$ cat src/rtl/fpu_pkg.sv
// Shared types and constants for the FPU: binary32 field layout, canonical
// special encodings and the divider control states.
package fpu_pkg;

    localparam int EXP_W  = 8;
    localparam int FRAC_W = 23;
    localparam int BIAS   = 127;
    localparam int MANT_W = FRAC_W + 1;
    localparam int Q_W    = 26;

    localparam logic [4:0]  DIV_LAST = 5'd25;
    localparam logic [4:0]  DIV_END  = 5'd26;

    localparam logic [31:0] QNAN    = 32'h7FC00000;
    localparam logic [31:0] POS_INF = 32'h7F800000;

    typedef struct packed {
        logic              sign;
        logic [EXP_W-1:0]  exp;
        logic [FRAC_W-1:0] frac;
    } fp32_t;

    typedef enum logic [1:0] {
        ST_IDLE  = 2'd0,
        ST_DIV   = 2'd1,
        ST_ROUND = 2'd2,
        ST_DONE  = 2'd3
    } div_state_e;

    function automatic logic [31:0] signed_inf(input logic sign);
        return POS_INF | {sign, 31'd0};
    endfunction

    function automatic logic [31:0] signed_zero(input logic sign);
        return {sign, 31'd0};
    endfunction

endpackage

$ cat src/rtl/fpu_mant_divider.sv
// Iterative restoring divider for 24-bit significands: one quotient bit per
// clock, 26 bits total (weights 2^0 .. 2^-25), starting on the cycle after load.
module fpu_mant_divider
    import fpu_pkg::*;
(
    input  logic              clk_i,
    input  logic              rst_i,
    input  logic              load_i,
    input  logic [MANT_W-1:0] ma_i,
    input  logic [MANT_W-1:0] mb_i,
    output logic              cnt_done_o,
    output logic [Q_W-1:0]    q_o,
    output logic              rem_nonzero_o
);

    logic [MANT_W:0]   rem_q, rem_d, rem_sub_s;
    logic [MANT_W-1:0] mb_q;
    logic [Q_W-1:0]    q_q, q_d;
    logic [4:0]        cnt_q;
    logic              ge_s;

    // One restoring step: trial subtract, keep on success, then shift left
    always_comb begin
        ge_s      = (rem_q >= {1'b0, mb_q});
        rem_sub_s = ge_s ? (rem_q - {1'b0, mb_q}) : rem_q;
        rem_d     = rem_sub_s << 1;
        q_d       = {q_q[Q_W-2:0], ge_s};
    end

    // Iteration state; the counter parks at DIV_END when no division is running
    always_ff @(posedge clk_i or posedge rst_i) begin
        if (rst_i) begin
            rem_q <= '0;
            mb_q  <= '0;
            q_q   <= '0;
            cnt_q <= DIV_END;
        end else if (load_i) begin
            rem_q <= {1'b0, ma_i};
            mb_q  <= mb_i;
            q_q   <= '0;
            cnt_q <= 5'd0;
        end else if (cnt_q != DIV_END) begin
            rem_q <= rem_d;
            q_q   <= q_d;
            cnt_q <= cnt_q + 5'd1;
        end
    end

    // cnt_done_o flags the cycle whose closing edge produces the final bit
    assign cnt_done_o    = (cnt_q == DIV_LAST);
    assign q_o           = q_q;
    assign rem_nonzero_o = (rem_q != '0);

endmodule

$ cat src/rtl/fpu_division_unit.sv
// Sequential binary32 divider with start/done handshake and a fixed 28-edge
// latency for every operand class; subnormals flush to zero on input and output.
module fpu_division_unit
    import fpu_pkg::*;
(
    input  logic        clk,
    input  logic        rst,
    input  logic        start,
    input  logic [31:0] a,
    input  logic [31:0] b,
    output logic [31:0] result,
    output logic        done,
    output logic        busy
);

    div_state_e state_q, state_d;

    fp32_t             fa_s, fb_s;
    logic              a_zero_s, a_inf_s, a_nan_s, b_zero_s, b_inf_s, b_nan_s;
    logic              sign_s, accept_s, spec_hit_s;
    logic [31:0]       spec_val_s;
    logic signed [9:0] exp_start_s;

    logic              sign_q, special_q, done_q, busy_q;
    logic [31:0]       special_val_q, result_q;
    logic signed [9:0] exp_q;

    logic              cnt_done_s, rem_nz_s;
    logic [Q_W-1:0]    q_s;

    logic [FRAC_W-1:0] mant_s, frac_s;
    logic [MANT_W-1:0] mant_rnd_s;
    logic              guard_s, sticky_s, round_up_s;
    logic signed [9:0] exp_n_s, exp_r_s;
    logic [31:0]       rounded_s, final_s;

    assign fa_s     = a;
    assign fb_s     = b;
    assign accept_s = start && ((state_q == ST_IDLE) || (state_q == ST_DONE));

    // Operand classification; exponent 0 counts as zero so subnormals flush
    always_comb begin
        a_zero_s    = (fa_s.exp == 8'd0);
        b_zero_s    = (fb_s.exp == 8'd0);
        a_inf_s     = (fa_s.exp == 8'hFF) && (fa_s.frac == 23'd0);
        b_inf_s     = (fb_s.exp == 8'hFF) && (fb_s.frac == 23'd0);
        a_nan_s     = (fa_s.exp == 8'hFF) && (fa_s.frac != 23'd0);
        b_nan_s     = (fb_s.exp == 8'hFF) && (fb_s.frac != 23'd0);
        sign_s      = fa_s.sign ^ fb_s.sign;
        exp_start_s = $signed({2'b00, fa_s.exp}) - $signed({2'b00, fb_s.exp}) + 10'sd127;
    end

    // Special-case priority: NaN, invalid, infinity, then zero
    always_comb begin
        spec_hit_s = 1'b1;
        spec_val_s = QNAN;
        if (a_nan_s || b_nan_s) begin
            spec_val_s = QNAN;
        end else if ((a_zero_s && b_zero_s) || (a_inf_s && b_inf_s)) begin
            spec_val_s = QNAN;
        end else if (a_inf_s || b_zero_s) begin
            spec_val_s = signed_inf(sign_s);
        end else if (a_zero_s || b_inf_s) begin
            spec_val_s = signed_zero(sign_s);
        end else begin
            spec_hit_s = 1'b0;
            spec_val_s = 32'd0;
        end
    end

    fpu_mant_divider u_mant_div (
        .clk_i         (clk),
        .rst_i         (rst),
        .load_i        (accept_s),
        .ma_i          ({1'b1, fa_s.frac}),
        .mb_i          ({1'b1, fb_s.frac}),
        .cnt_done_o    (cnt_done_s),
        .q_o           (q_s),
        .rem_nonzero_o (rem_nz_s)
    );

    // Normalise the quotient (in [0.5, 2)), round to nearest even, range check
    always_comb begin
        if (q_s[25]) begin
            exp_n_s  = exp_q;
            mant_s   = q_s[24:2];
            guard_s  = q_s[1];
            sticky_s = q_s[0] | rem_nz_s;
        end else begin
            exp_n_s  = exp_q - 10'sd1;
            mant_s   = q_s[23:1];
            guard_s  = q_s[0];
            sticky_s = rem_nz_s;
        end
        round_up_s = guard_s & (sticky_s | mant_s[0]);
        mant_rnd_s = {1'b0, mant_s} + {23'd0, round_up_s};
        if (mant_rnd_s[23]) begin
            frac_s  = 23'd0;
            exp_r_s = exp_n_s + 10'sd1;
        end else begin
            frac_s  = mant_rnd_s[22:0];
            exp_r_s = exp_n_s;
        end
        if (exp_r_s >= 10'sd255) begin
            rounded_s = signed_inf(sign_q);
        end else if (exp_r_s <= 10'sd0) begin
            rounded_s = signed_zero(sign_q);
        end else begin
            rounded_s = {sign_q, exp_r_s[7:0], frac_s};
        end
        final_s = special_q ? special_val_q : rounded_s;
    end

    // Next-state logic
    always_comb begin
        state_d = state_q;
        case (state_q)
            ST_IDLE:  state_d = start ? ST_DIV : ST_IDLE;
            ST_DIV:   state_d = cnt_done_s ? ST_ROUND : ST_DIV;
            ST_ROUND: state_d = ST_DONE;
            ST_DONE:  state_d = start ? ST_DIV : ST_DONE;
            default:  state_d = ST_IDLE;
        endcase
    end

    // State register
    always_ff @(posedge clk or posedge rst) begin
        if (rst) begin
            state_q <= ST_IDLE;
        end else begin
            state_q <= state_d;
        end
    end

    // Operand capture on accept, result/handshake update on leaving ROUND
    always_ff @(posedge clk or posedge rst) begin
        if (rst) begin
            sign_q        <= 1'b0;
            exp_q         <= 10'sd0;
            special_q     <= 1'b0;
            special_val_q <= 32'd0;
            result_q      <= 32'd0;
            done_q        <= 1'b0;
            busy_q        <= 1'b0;
        end else if (accept_s) begin
            sign_q        <= sign_s;
            exp_q         <= exp_start_s;
            special_q     <= spec_hit_s;
            special_val_q <= spec_val_s;
            done_q        <= 1'b0;
            busy_q        <= 1'b1;
        end else if (state_q == ST_ROUND) begin
            result_q      <= final_s;
            done_q        <= 1'b1;
            busy_q        <= 1'b0;
        end
    end

    assign result = result_q;
    assign done   = done_q;
    assign busy   = busy_q;

endmodule

$ cat config.mk
export PLATFORM = sky130hd
export DESIGN_NAME = fpu_division_unit
export DESIGN_NICKNAME = d
export VERILOG_FILES = /design/src/rtl/fpu_pkg.sv /design/src/rtl/fpu_mant_divider.sv /design/src/rtl/fpu_division_unit.sv
export SDC_FILE = /design/constraint.sdc
export NUM_CORES = 1
export LEC_CHECK = 0
export ABC_AREA = 1
export CAP_MARGIN = 20
export CORE_AREA = 2 2 136 138
export DETAILED_ROUTE_END_ITERATION = 10
export DIE_AREA = 0 0 138 140
export MAX_ROUTING_LAYER = met4
export PLACE_DENSITY = 0.77
export SYNTH_ARGS = -nofsm -noshare
export SYNTH_HDL_FRONTEND = slang
export SYNTH_SLANG_ARGS = --single-unit
$ cat constraint.sdc
create_clock -name clk -period 3.95 [get_ports clk]
set_clock_uncertainty 0.1 [all_clocks]
set_input_delay 0.395 -clock clk [delete_from_list [all_inputs] [get_ports clk]]
set_output_delay 0.395 -clock clk [all_outputs]
set_load 0.02 [all_outputs]
==> impl_metrics.ini <==
[outcome]
status = finished clean

[global_route]
antenna_found_initial = 0
grt_max_degree = 51
grt_pass1_wl_um = 38600
grt_pass1_vias = 8138
gr-usage-all-layers_pct = 24.8
gr-total-overflow = 0

[detailed_routing]
wirelength_um = 22700
drt_pass1_iterations = 7
vias_per_cell = 5.42
initialDrtViolationCount = 611
drt-wirelength-per-cell_um = 14.2
num_vias = 8659
ant_nets = 0
drc = 0

[finish]
syn2layout_area_growth_pct = 19.0
fin_cells = 1599
drive_gt1_share_pct = 7.01
fin_area_sq_um = 10900
num_antenna_cells = 0
num-nets-final = 1470

[sta]
setup_violations = 0
hold_slack_ns = 0.343
setup_tns_ns = 0
relSlewSlack_pct = 39.7
rsz0062_at_grt = no
worstMarginPinSlew_ns = 0.903
fin_crit_sh_pct = 90.1
drv_slew = 0
layout_min_cycle_time_ns = 3.56
hold_violations = 0
fmax_mhz = 281

[clock_network]
cts_hold_buf = 0
htreeDepth = 4
cts_buffer_depth = 2
cts_tree = done
cts_setup_buffers = 0
ctsResizeCount = 0
cts_buffers = 17
clkLatencyLatePin_ns = 0.43
clk_pin_slew_ns = 0.06
ctsRootBufferMaster = clkbuf_16
cts.sinks = 131

[power]
power_density_nw_per_um2 = 750
p_leak_nw = 5.00
peakVddDrop_mv = 0.432

[critical_path]
r2r-start = u_mant_div.q_o[25]$_DFFE_PP0P_
cp_max_fo = 50
start_kind = flip-flop
crit_top_cell = nand2_1
worstSetupStartpoint = u_mant_div.q_o[25]$_DFFE_PP0P_
cp_data_required_time_ns = 4.16
slowest_stage = dfrtp_2
max_stage_delay_ns = 0.95
critPathKind = reg2reg
cp.arrival_ns = 3.77
critPathCaptureType = flip-flop
cp_cell_sequence = nand2_1, o21ai_1, nand2_1, inv_1, ha_1, a21boi_0, nand2_1, nor2_1, nand4_1, nor4_1, nand3_1, xor2_1, o21ai_2
rrSetupSlack_ns = 0.39

[place]
placed_area_sq_um = 10300
hpwlAfterDp_um = 17100
dp_cells = 1568
gp_congestion = 0.955
io_buffers = 100

[die]
initial_core_util_pct = 51.6
rows = 49
design.core.area_sq_um = 17800
io-pin-count = 101
fp.dieH_um = 140
die_area_sq_um = 19300
die_x_um = 138

[yosys]
async_reset_ff_share_pct = 100
synth_warnings = 0
ys_ff_latch = 131
synth_edf_count = 0
netlist_instances = 1266
synth_most_common_cell = nand2_1
synth_ff_type = dfrtp_1
seq_area_frac_synth_pct = 35.8
syn_area_sq_um = 9170
netlist_top_cells_count = nand2_1, inv_1, dfrtp_1, o21ai_0, nor2_1
ys_types = 47
synth_area_per_cell_sq_um = 7.24
syn-num-nets = 1378
yosysTopAreaCellShare_pct = 34.9
synth_area_leaders = dfrtp_1, nand2_1, inv_1, ha_1, o21ai_0
synth_area_leader_cell = dfrtp_1

[flow_run]
cap_violations = 0

[hold_path]
min_path_type = in2async
-- where the power goes --
part / switching [mW] / internal, mW
Combinational: 2.82 / 1.68
Sequential: 0.347 / 1.80
Clock: 0.612 / 0.918
Total: 3.78 / 4.41
-- critical path: cells and delay by family, from the launching register on --
kind / cells / cell delay, ns
buffers and inverters: 1 / 0.08
and+or+nand+nor: 7 / 1.37
DFF: 1 / 0.95
xor gates and xnor gates: 1 / 0.20
AOI/OAI and AO/OA: 3 / 0.57
adders and majority gates: 1 / 0.16
-- cell type report --
cell class                      count  area (sq um)
Inverter                          160           604
Timing Repair Buffer              112          1090
Clock buffer                       17           425
Tap cell                          229           287
Fill cell                        1611          6870
Sequential cell                   131          3280
Clock inverter                     14           141
Multi-Input combinational cell    936          5080
-- state kept, by name, summed over array words and instances (netlist names) --
signal,count
u_mant_div.mb_q,24
special_q,1
u_mant_div.rem_q,25
u_mant_div.q_o,26
busy,1
state_q,2
special_val_q,3
sign_q,1
result,32
u_mant_div.cnt_q,5
exp_q,10
done,1
-- through the flow --
stage               worst slack, ns  util [%]  power, mW
CTS                           0.398      61.4       8.13
floorplan                      1.29         -       5.50
detailed placement            0.419      58.2       6.55
finish                        0.392      61.4       8.18
global placement              0.538      58.2       6.43
global route               0.000137      61.4       8.91
-- cell usage in the layout, fill, tap and decap left out, types with 8 or more instances in the layout --
cell / instances
a22oi_1: 25
nor2_1: 89
o22ai_1: 27
nor3_1: 16
o21ai_2: 25
a31oi_1: 8
o21ai_0: 95
xor2_1: 30
clkbuf_16: 17
o21ai_1: 11
nand3_1: 49
buf_4: 12
a21oi_1: 51
xnor2_1: 10
nor4_1: 24
o21bai_1: 8
nand4_1: 24
dfrtp_1: 127
nand2_1: 351
inv_1: 155
clkdlybuf4s50_1: 100
ha_1: 43
-- cells by family (layout without fill, tap and decap cells) --
logic type                 count (synthesis)  in the layout  share of synthesized area (%)
AOI/OAI and AO/OA                        271            271                           17.8
xor gates and xnor gates                  42             42                           4.18
adders and majority gates                 45             45                           6.31
buffers and inverters                    199            303                           8.87
DFF                                      131            131                           35.8
and+or+nand+nor                          578            578                           27.0
-- worst paths after layout --
| check | cells after the start | end |
|---|---|---|
| worst max-delay path | 13 | result[18]$_DFFE_PP0P_ |
| worst min-delay path | 2 | u_mant_div.mb_q[3]$_DFFE_PP0P_ |
| worst max register to register | 13 | result[18]$_DFFE_PP0P_ |
| worst min register to register | 2 | u_mant_div.mb_q[23]$_DFFE_PP0P_ |
| max in group asynchronous | 3 | result[16]$_DFFE_PP0P_ |
| min in group clk | 2 | u_mant_div.mb_q[23]$_DFFE_PP0P_ |
-- layer usage --
layer,GRT usage (%),wire [um],share of wire (%)
met2,40.3,10600,47
met3,3.59,998,4.4
met4,9.51,601,2.6
met5,-,0,0
met1,31.7,10500,46
Power figures use the tool's default switching activity.
